[config.mk]
export PLATFORM = sky130hd
export DESIGN_NAME = nibble_serial_add_ctrl
export DESIGN_NICKNAME = d
export VERILOG_FILES = /design/src/rtl/nibble_serial_add_ctrl.sv
export SDC_FILE = /design/constraint.sdc
export NUM_CORES = 1
export LEC_CHECK = 0
export ABC_AREA = 1
export ABC_CLOCK_PERIOD_IN_PS = 3550
export CELL_PAD_IN_SITES_DETAIL_PLACEMENT = 1
export CELL_PAD_IN_SITES_GLOBAL_PLACEMENT = 1
export CORE_MARGIN = 3
export CORE_UTILIZATION = 37
export CTS_CLUSTER_DIAMETER = 120
export DETAILED_ROUTE_END_ITERATION = 8
export GPL_ROUTABILITY_DRIVEN = 1
export PLACE_DENSITY_LB_ADDON = 0.05
export SYNTH_ARGS = -nofsm -noshare
export SYNTH_HDL_FRONTEND = slang
export SYNTH_SLANG_ARGS = --single-unit
[constraint.sdc]
create_clock -name clk -period 3.55 [get_ports clk]
set_input_delay 0.71 -clock clk [delete_from_list [all_inputs] [get_ports clk]]
set_output_delay 0.71 -clock clk [all_outputs]
set_load 0.1 [all_outputs]
[src/rtl/nibble_serial_add_ctrl.sv]
// nibble_serial_add_ctrl
//   WIDTH-bit add/subtract computed one nibble per clock through a single
//   4-bit ripple-carry slice, LSB nibble first, with a registered carry.
//
// Ports
//   clk    : clock, rising edge
//   rst    : asynchronous active-high reset
//   start  : request pulse, sampled only while idle
//   sub    : 0 = add, 1 = subtract (captured at start)
//   a, b   : operands (captured at start)
//   cin    : carry-in for add, ignored for subtract
//   busy   : operation in flight
//   done   : one-cycle pulse, result valid
//   sum    : result register
//   cout   : final carry out (subtract: 1 = no borrow)
//   ovf    : signed overflow
module nibble_serial_add_ctrl #(
  parameter int unsigned WIDTH = 16
) (
  input  logic             clk,
  input  logic             rst,
  input  logic             start,
  input  logic             sub,
  input  logic [WIDTH-1:0] a,
  input  logic [WIDTH-1:0] b,
  input  logic             cin,
  output logic             busy,
  output logic             done,
  output logic [WIDTH-1:0] sum,
  output logic             cout,
  output logic             ovf
);

  localparam int unsigned NIB = WIDTH / 4;
  localparam int unsigned KW  = (NIB > 1) ? $clog2(NIB) : 1;

  typedef enum logic [1:0] {
    S_IDLE,
    S_RUN,
    S_DONE
  } state_t;

  state_t           r_state;
  logic [KW-1:0]    r_k;
  logic             r_carry;
  logic [WIDTH-1:0] r_a;
  logic [WIDTH-1:0] r_b;
  logic             r_sub;
  logic             r_busy;
  logic             r_done;
  logic [WIDTH-1:0] r_sum;
  logic             r_cout;
  logic             r_ovf;

  logic [WIDTH-1:0] w_a_sh;
  logic [WIDTH-1:0] w_b_sh;
  logic [3:0]       w_a_nib;
  logic [3:0]       w_b_nib;
  logic [3:0]       w_s;
  logic [4:0]       w_c;

  // Nibble select by shifting the latched operands down by 4*k.
  always_comb begin
    w_a_sh  = r_a >> {r_k, 2'b00};
    w_b_sh  = r_b >> {r_k, 2'b00};
    w_a_nib = w_a_sh[3:0];
    w_b_nib = w_b_sh[3:0] ^ {4{r_sub}};
    w_s     = '0;
    w_c     = '0;
    w_c[0]  = r_carry;
    for (int unsigned i = 0; i < 4; i++) begin
      w_s[i]   = w_a_nib[i] ^ w_b_nib[i] ^ w_c[i];
      w_c[i+1] = (w_a_nib[i] & w_b_nib[i]) | (w_c[i] & (w_a_nib[i] ^ w_b_nib[i]));
    end
  end

  // done is registered on the DONE->IDLE edge, so it is visible while the
  // FSM is already idle; the next start is accepted on the edge after done.
  always_ff @(posedge clk or posedge rst) begin
    if (rst) begin
      r_state <= S_IDLE;
      r_k     <= '0;
      r_carry <= 1'b0;
      r_a     <= '0;
      r_b     <= '0;
      r_sub   <= 1'b0;
      r_busy  <= 1'b0;
      r_done  <= 1'b0;
      r_sum   <= '0;
      r_cout  <= 1'b0;
      r_ovf   <= 1'b0;
    end else begin
      r_done <= 1'b0;
      case (r_state)
        S_IDLE: begin
          if (start) begin
            r_a     <= a;
            r_b     <= b;
            r_sub   <= sub;
            r_carry <= sub ? 1'b1 : cin;
            r_k     <= '0;
            r_busy  <= 1'b1;
            r_state <= S_RUN;
          end
        end
        S_RUN: begin
          for (int unsigned n = 0; n < NIB; n++) begin
            if (r_k == KW'(n)) r_sum[4*n +: 4] <= w_s;
          end
          r_carry <= w_c[4];
          if (r_k == KW'(NIB - 1)) begin
            r_cout  <= w_c[4];
            r_ovf   <= w_c[3] ^ w_c[4];
            r_k     <= '0;
            r_state <= S_DONE;
          end else begin
            r_k <= r_k + KW'(1);
          end
        end
        S_DONE: begin
          r_done  <= 1'b1;
          r_busy  <= 1'b0;
          r_state <= S_IDLE;
        end
        default: begin
          r_busy  <= 1'b0;
          r_state <= S_IDLE;
        end
      endcase
    end
  end

  assign busy = r_busy;
  assign done = r_done;
  assign sum  = r_sum;
  assign cout = r_cout;
  assign ovf  = r_ovf;

endmodule

==> summary.md, run 1 <==
| Metric | Value |
|---|---|
| Tot GR Track Use | `0.159` |
| Vias/cell | `4.65` |
| Synthesis-to-finish area growth | `31.4%` |
| CORE AREA | `6830 um^2` |
| Final Max Slew Viols | `0` |
| Synth unique cells | `20` |
| Initial Utilization | `0.385` |
| Die Span Y | `90.3 um` |
| DR pass1 iterations | `4` |
| Clock H-tree levels | `3` |
| RSZ-0062 raised after global routing | `false` |
| Vias in the first global route | `2,143` |
| First DRT Iteration DRCs | `28` |
| Gr ovfl total | `0` |
| Syn_nets | `357` |
| CTS tree | `yes` |
| # diodes | `0` |
| Die width | `90.3 um` |
| Layout Cells excl Fill | `471` |
| Clock latency on the worst-skew pair | `330 ps` |
| Peak Freq | `0.340 GHz` |
| Post-CTS Setup Bufs | `0` |
| Fin Setup TNS | `0 ps` |
| DRC violation count after routing | `0` |
| Post-cts sizing count | `0` |
| Share of post-route cells with drive strength above 1 | `0.0880` |
| Clock Sinks | `58` |
| Port bufs | `56` |
| Crit-path max FO | `11` |
| Worst slew pin tran | `973 ps` |
| Detailed-route via count | `2,191` |
| Area of the mapped netlist | `2630 um^2` |
| Final WL | `6090 um` |
| CP endpoint kind | `flip-flop` |
| Finished layout cell area | `3450 um^2` |
| Global-route wire length before repair | `10,300 um` |
| Clock Pin Slew Worst Setup and Hold Paths | `60 ps` |
| Final Hold Fails | `0` |
| Routability congestion estimate | `0.793` |
| Die area | `8150 um^2` |
| WL per Instance | `12.9 um` |
| Critical Path AT | `3150 ps` |
| Slew headroom | `0.349` |
| WP data required | `3760 ps` |
| Pin count of the biggest net entering global routing | `35` |
| Ys Warns | `0` |
| Clock root buffer | `clkbuf_8` |
| Cell Rows | `30` |
| Hold/Removal Path Class | `flip-flop to flip-flop` |
| Fin Hold WS | `471 ps` |
| Final period utilization | `0.827` |
| Cell count after placement | `456` |
| IO Count | `57` |
| Register bit total from synthesis | `58` |
| Seq/Total Area, Yosys | `0.552` |
| Detail Route Antenna Nets | `0` |
| Placed inst area | `3280 um^2` |
| CP Launch Type | `flip-flop` |
| Final HPWL DP | `4550 um` |
| Post-layout min period | `2940 ps` |
| Final Skew | `8.68 ps` |
| Num CTS Buffers | `9` |
| Run status | `finished, final reports clean` |
| Crit Path Class | `flip-flop to flip-flop` |
| Antenna violations before repair | `0` |
| Max cap viols | `0` |
| Final count of negative-setup-slack endpoints | `0` |
| Avg Cell Area, Syn | `8.42 um^2` |
| Clk buf depth | `2` |
| Layout Nets | `416` |
| Synth Instances | `312` |
| Hold buffers post-CTS | `0` |
==> worst max-delay path, stage by stage (launching register included) <==
cell,delay [ps]
dfrtp_1,550
inv_2,170
nand3_1,150
nand2_1,60
nand2_1,70
nand2_1,60
fa_1,360
inv_1,80
fa_1,160
inv_1,50
fa_1,400
inv_1,90
fa_1,420
inv_1,120
o21ai_1,80
==> placed cells by master, fill, tap and decap left out, drive strengths merged <==
cell type        n
xor2             1
clkinv           1
buf              3
dfrtp           58
nor2             7
o211ai           1
clkdlybuf4s50   56
clkbuf          13
o21ai           26
fa               4
clkinvlp         1
ha               4
nand3           17
nand2          165
o22ai            2
inv             15
or2              1
==> through the flow <==
stage / utilization / worst slack [ps]
6_report: 0.505 / 612
3_5_place_dp: 0.480 / 627
3_3_place_gp: 0.480 / 710
2_1_floorplan: - / 758
5_1_grt: 0.505 / 367
4_1_cts: 0.505 / 622
==> routing by layer <==
layer / up-vias / global-route usage / wire length, um
li1: 1093 / - / -
met1: 1038 / 0.210 / 2870
met2: 49 / 0.251 / 2830
met3: 11 / 0.0458 / 280
met4: 0 / 0.0536 / 106
met5: - / 0 / 0
==> path summary, 6_finish.rpt <==
check	slack, ps	from	cells after the start	endpoint
max in group asynchronous	2190	rst	3	r_a[3]
worst max-delay path	610	r_k[1]	14	sum[15]
worst min-delay path	470	r_a[9]	2	r_a[9]
worst min register to register	470	r_a[9]	2	r_a[9]
worst max register to register	610	r_k[1]	14	sum[15]
min in group asynchronous	780	rst	2	done
==> state kept, by name, indices dropped and copies added (netlist names) <==
| name | flops |
|---|---|
| r_a | 16 |
| r_b | 16 |
| r_sub | 1 |
| cout | 1 |
| r_state | 2 |
| done | 1 |
| r_k | 2 |
| r_carry | 1 |
| busy | 1 |
| sum | 16 |
| ovf | 1 |
==> cell families after synthesis <==
kind of cell,Yosys count,share of synthesized area
compound gates,29,0.0600
flops,58,0.552
simple gates,190,0.289
buf+inv,26,0.0457
fa+ha+maj,8,0.0495
xor+xnor,1,0.00333
==> final cells by class <==
cell class | instances | area, um^2
clock buffer | 13 | 159
clock inverter | 2 | 12.5
fill | 854 | 3380
inverter | 15 | 58.8
multi-input combinational | 228 | 1060
sequential | 58 | 1450
tap | 96 | 120
timing repair buffer | 59 | 596
==> synthesized netlist by cell type <==
cell	instances	area, um^2
nand2_1	159	597
dfrtp_1	58	1450
nand3_1	17	85.1
o21ai_1	16	80.1
buf_2	10	50.1
inv_1	9	33.8
o21ai_0	8	40.0
nand2_2	6	37.5
nor2_1	6	22.5
inv_2	5	18.8
fa_1	4	80.1
ha_1	4	50.1
o21ai_2	2	17.5
o22ai_1	2	12.5
buf_6	1	11.3
inv_4	1	6.26
nor2_4	1	11.3
o211ai_1	1	7.51
or2_2	1	6.26
xor2_1	1	8.76
Power of run 1 is not shown: default switching activity piles up to over one toggle a cycle in this logic, so the estimate is an artifact.
==> run 2: changes to the inputs <==
--- a/config.mk
+++ b/config.mk
@@ -6,7 +6,7 @@
 export NUM_CORES = 1
 export LEC_CHECK = 0
 export ABC_AREA = 1
-export ABC_CLOCK_PERIOD_IN_PS = 3550
+export ABC_CLOCK_PERIOD_IN_PS = 2800
 export CELL_PAD_IN_SITES_DETAIL_PLACEMENT = 1
 export CELL_PAD_IN_SITES_GLOBAL_PLACEMENT = 1
 export CORE_MARGIN = 3
==> constraint.sdc (replaced) <==
create_clock -name clk -period 2.8 [get_ports clk]
set_input_delay 0.56 -clock clk [delete_from_list [all_inputs] [get_ports clk]]
set_output_delay 0.56 -clock clk [all_outputs]
set_load 0.1 [all_outputs]
==> run 2 against run 1 <==
- sequential cell count unchanged
- sequential share of layout area down 0.85 points
- routed wire length up 6.9%
- clock skew rose by 1.0 ps
- global-route usage is 1.2 points higher
- hold slack better by 4.8 ps
- first-iteration DRC count increased to 2.9 times the previous value
- critical path depth is the same
- critical path type unchanged
==> summary.md, run 2 (synthesis results as in run 1) <==
| Metric | Value |
|---|---|
| Critical R2R Launch | `r_k[0]` |
| Crit-path max FO | `8` |
| R2R Path End | `ovf` |
| Seq. cell area | `1450 um^2` |
| CTS tree | `yes` |
| Finished layout cell area | `3530 um^2` |
| Slew headroom | `0.586` |
| Die width | `90.3 um` |
| Worst slew pin tran | `620 ps` |
| Layout Nets | `425` |
| Worst hold stages | `2` |
| Die Span Y | `90.3 um` |
| Tot GR Track Use | `0.170` |
| Clock root buffer | `clkbuf_8` |
| Final Hold Fails | `0` |
| Flop2flop setup slack | `180 ps` |
| Final Skew | `9.72 ps` |
| R2R cell count | `14` |
| CP Launch Type | `flip-flop` |
| Share of post-route cells with drive strength above 1 | `0.182` |
| Crit Path Class | `flip-flop to flip-flop` |
| Post-layout min period | `2620 ps` |
| IO Count | `57` |
| Gr ovfl total | `0` |
| Antenna violations before repair | `0` |
| CORE AREA | `6830 um^2` |
| DRC violation count after routing | `0` |
| Final WL | `6510 um` |
| Initial Utilization | `0.385` |
| FILL cells | `841` |
| Routability congestion estimate | `0.836` |
| Commonest non-fill, non-tap cells in the layout | `nand2_1 (159), dfrtp_1 (56), clkdlybuf4s50_1 (36), buf_4 (30), nand3_1 (17)` |
| Detail Route Antenna Nets | `0` |
| Pin count of the biggest net entering global routing | `36` |
| Clock H-tree levels | `3` |
| Vias in the first global route | `2,325` |
| Num CTS Buffers | `9` |
| Final count of negative-setup-slack endpoints | `0` |
| Peak Freq | `0.382 GHz` |
| Multi-input logic area | `1060 um^2` |
| First DRT Iteration DRCs | `82` |
| Placed inst area | `3270 um^2` |
| Detailed-route via count | `2,212` |
| Clock Sinks | `58` |
| Final period utilization | `0.936` |
| Clock Pin Slew Worst Setup and Hold Paths | `60 ps` |
| Die area | `8150 um^2` |
| Cell Rows | `30` |
| Clock latency on the worst-skew pair | `340 ps` |
| Final HPWL DP | `4860 um` |
| Run status | `finished, final reports clean` |
| CP endpoint kind | `flip-flop` |
| Global-route wire length before repair | `11,100 um` |
| Worst Hold Path EP | `r_b[13]` |
| Port bufs | `56` |
| DR pass1 iterations | `6` |
| WL per Instance | `13.5 um` |
| Commonest non-fill, non-tap cell in the layout | `nand2_1` |
| Synthesis-to-finish area growth | `34.4%` |
| Vias/cell | `4.60` |
| Max cap viols | `0` |
| # diodes | `0` |
| Critical Path AT | `2830 ps` |
| WP data required | `3010 ps` |
| Final Max Slew Viols | `0` |
| Clk buf depth | `2` |
| Hold/Removal Path Class | `flip-flop to flip-flop` |
| Worst hold start | `r_b[13]` |
| Hold buffers post-CTS | `0` |
## run 2: per-layer routing
layer  vias up  global-route usage  part of all wire
met3         9              0.0375             0.041
met5         -                   0                 0
met1      1048               0.212              0.47
met2        47               0.290              0.48
li1       1108                   -                 -
met4         0              0.0651             0.015
## run 2: stage by stage
stage | hold slack, ps | setup slack, ps | instances | TNS [ps] | util
global route | 501 | -3.42 | 481 | -4.16 | 0.517
global placement | 462 | 143 | 461 | 0 | 0.479
CTS | 480 | 20.2 | 477 | 0 | 0.510
finish | 475 | 179 | 481 | 0 | 0.517
detailed placement | 460 | 35.0 | 461 | 0 | 0.479
floorplan | 437 | 8.46 | 312 | 0 | -
## run 2: area by class of cell
type	count	share of cell area
sequential	58	0.412
tap	96	0.0340
multi-input combinational	228	0.300
clock inverter	6	0.0227
inverter	15	0.0181
clock buffer	10	0.0390
timing repair buffer	68	0.175
## run 2: worst max path at each step
stage	start	to	slack (ps)
6_report	r_k[0]	ovf	180
5_1_grt	r_k[0]	sum[7]	-3
4_1_cts	r_k[0]	sum[15]	20
3_5_place_dp	r_k[0]	sum[15]	30
3_3_place_gp	r_k[0]	sum[15]	140
2_1_floorplan	r_k[0]	sum[11]	8
## run 2: worst max-delay path, cell delays in order (launching register included)
cell and delay [ps]:
dfrtp_2 430, clkinv_4 100, buf_4 140, nand2_1 50, nand3_1 60, nand2_1 100
fa_1 170, inv_1 50, fa_1 360, inv_1 80, fa_2 220, inv_2 40
fa_1 400, xor2_1 210, o21ai_1 80
## run 2: repair_timing
item                                   in CTS  in global routing
gates resized for setup                     0                  8
endpoints found under the hold margin       0                  0
setup endpoints to repair                   0                  6
setup buffers                               0                  4
Power of run 2 is left out for the same reason.
==> run 3: changes to the inputs <==
--- a/config.mk
+++ b/config.mk
@@ -15,6 +15,7 @@
 export DETAILED_ROUTE_END_ITERATION = 8
 export GPL_ROUTABILITY_DRIVEN = 1
 export PLACE_DENSITY_LB_ADDON = 0.05
+export SKIP_LAST_GASP = 1
 export SYNTH_ARGS = -nofsm -noshare
 export SYNTH_HDL_FRONTEND = slang
 export SYNTH_SLANG_ARGS = --single-unit
==> results of run 3 <==
Final layout, timing and power as in run 2 (identical DEF).
Power of run 3 is left out for the same reason.
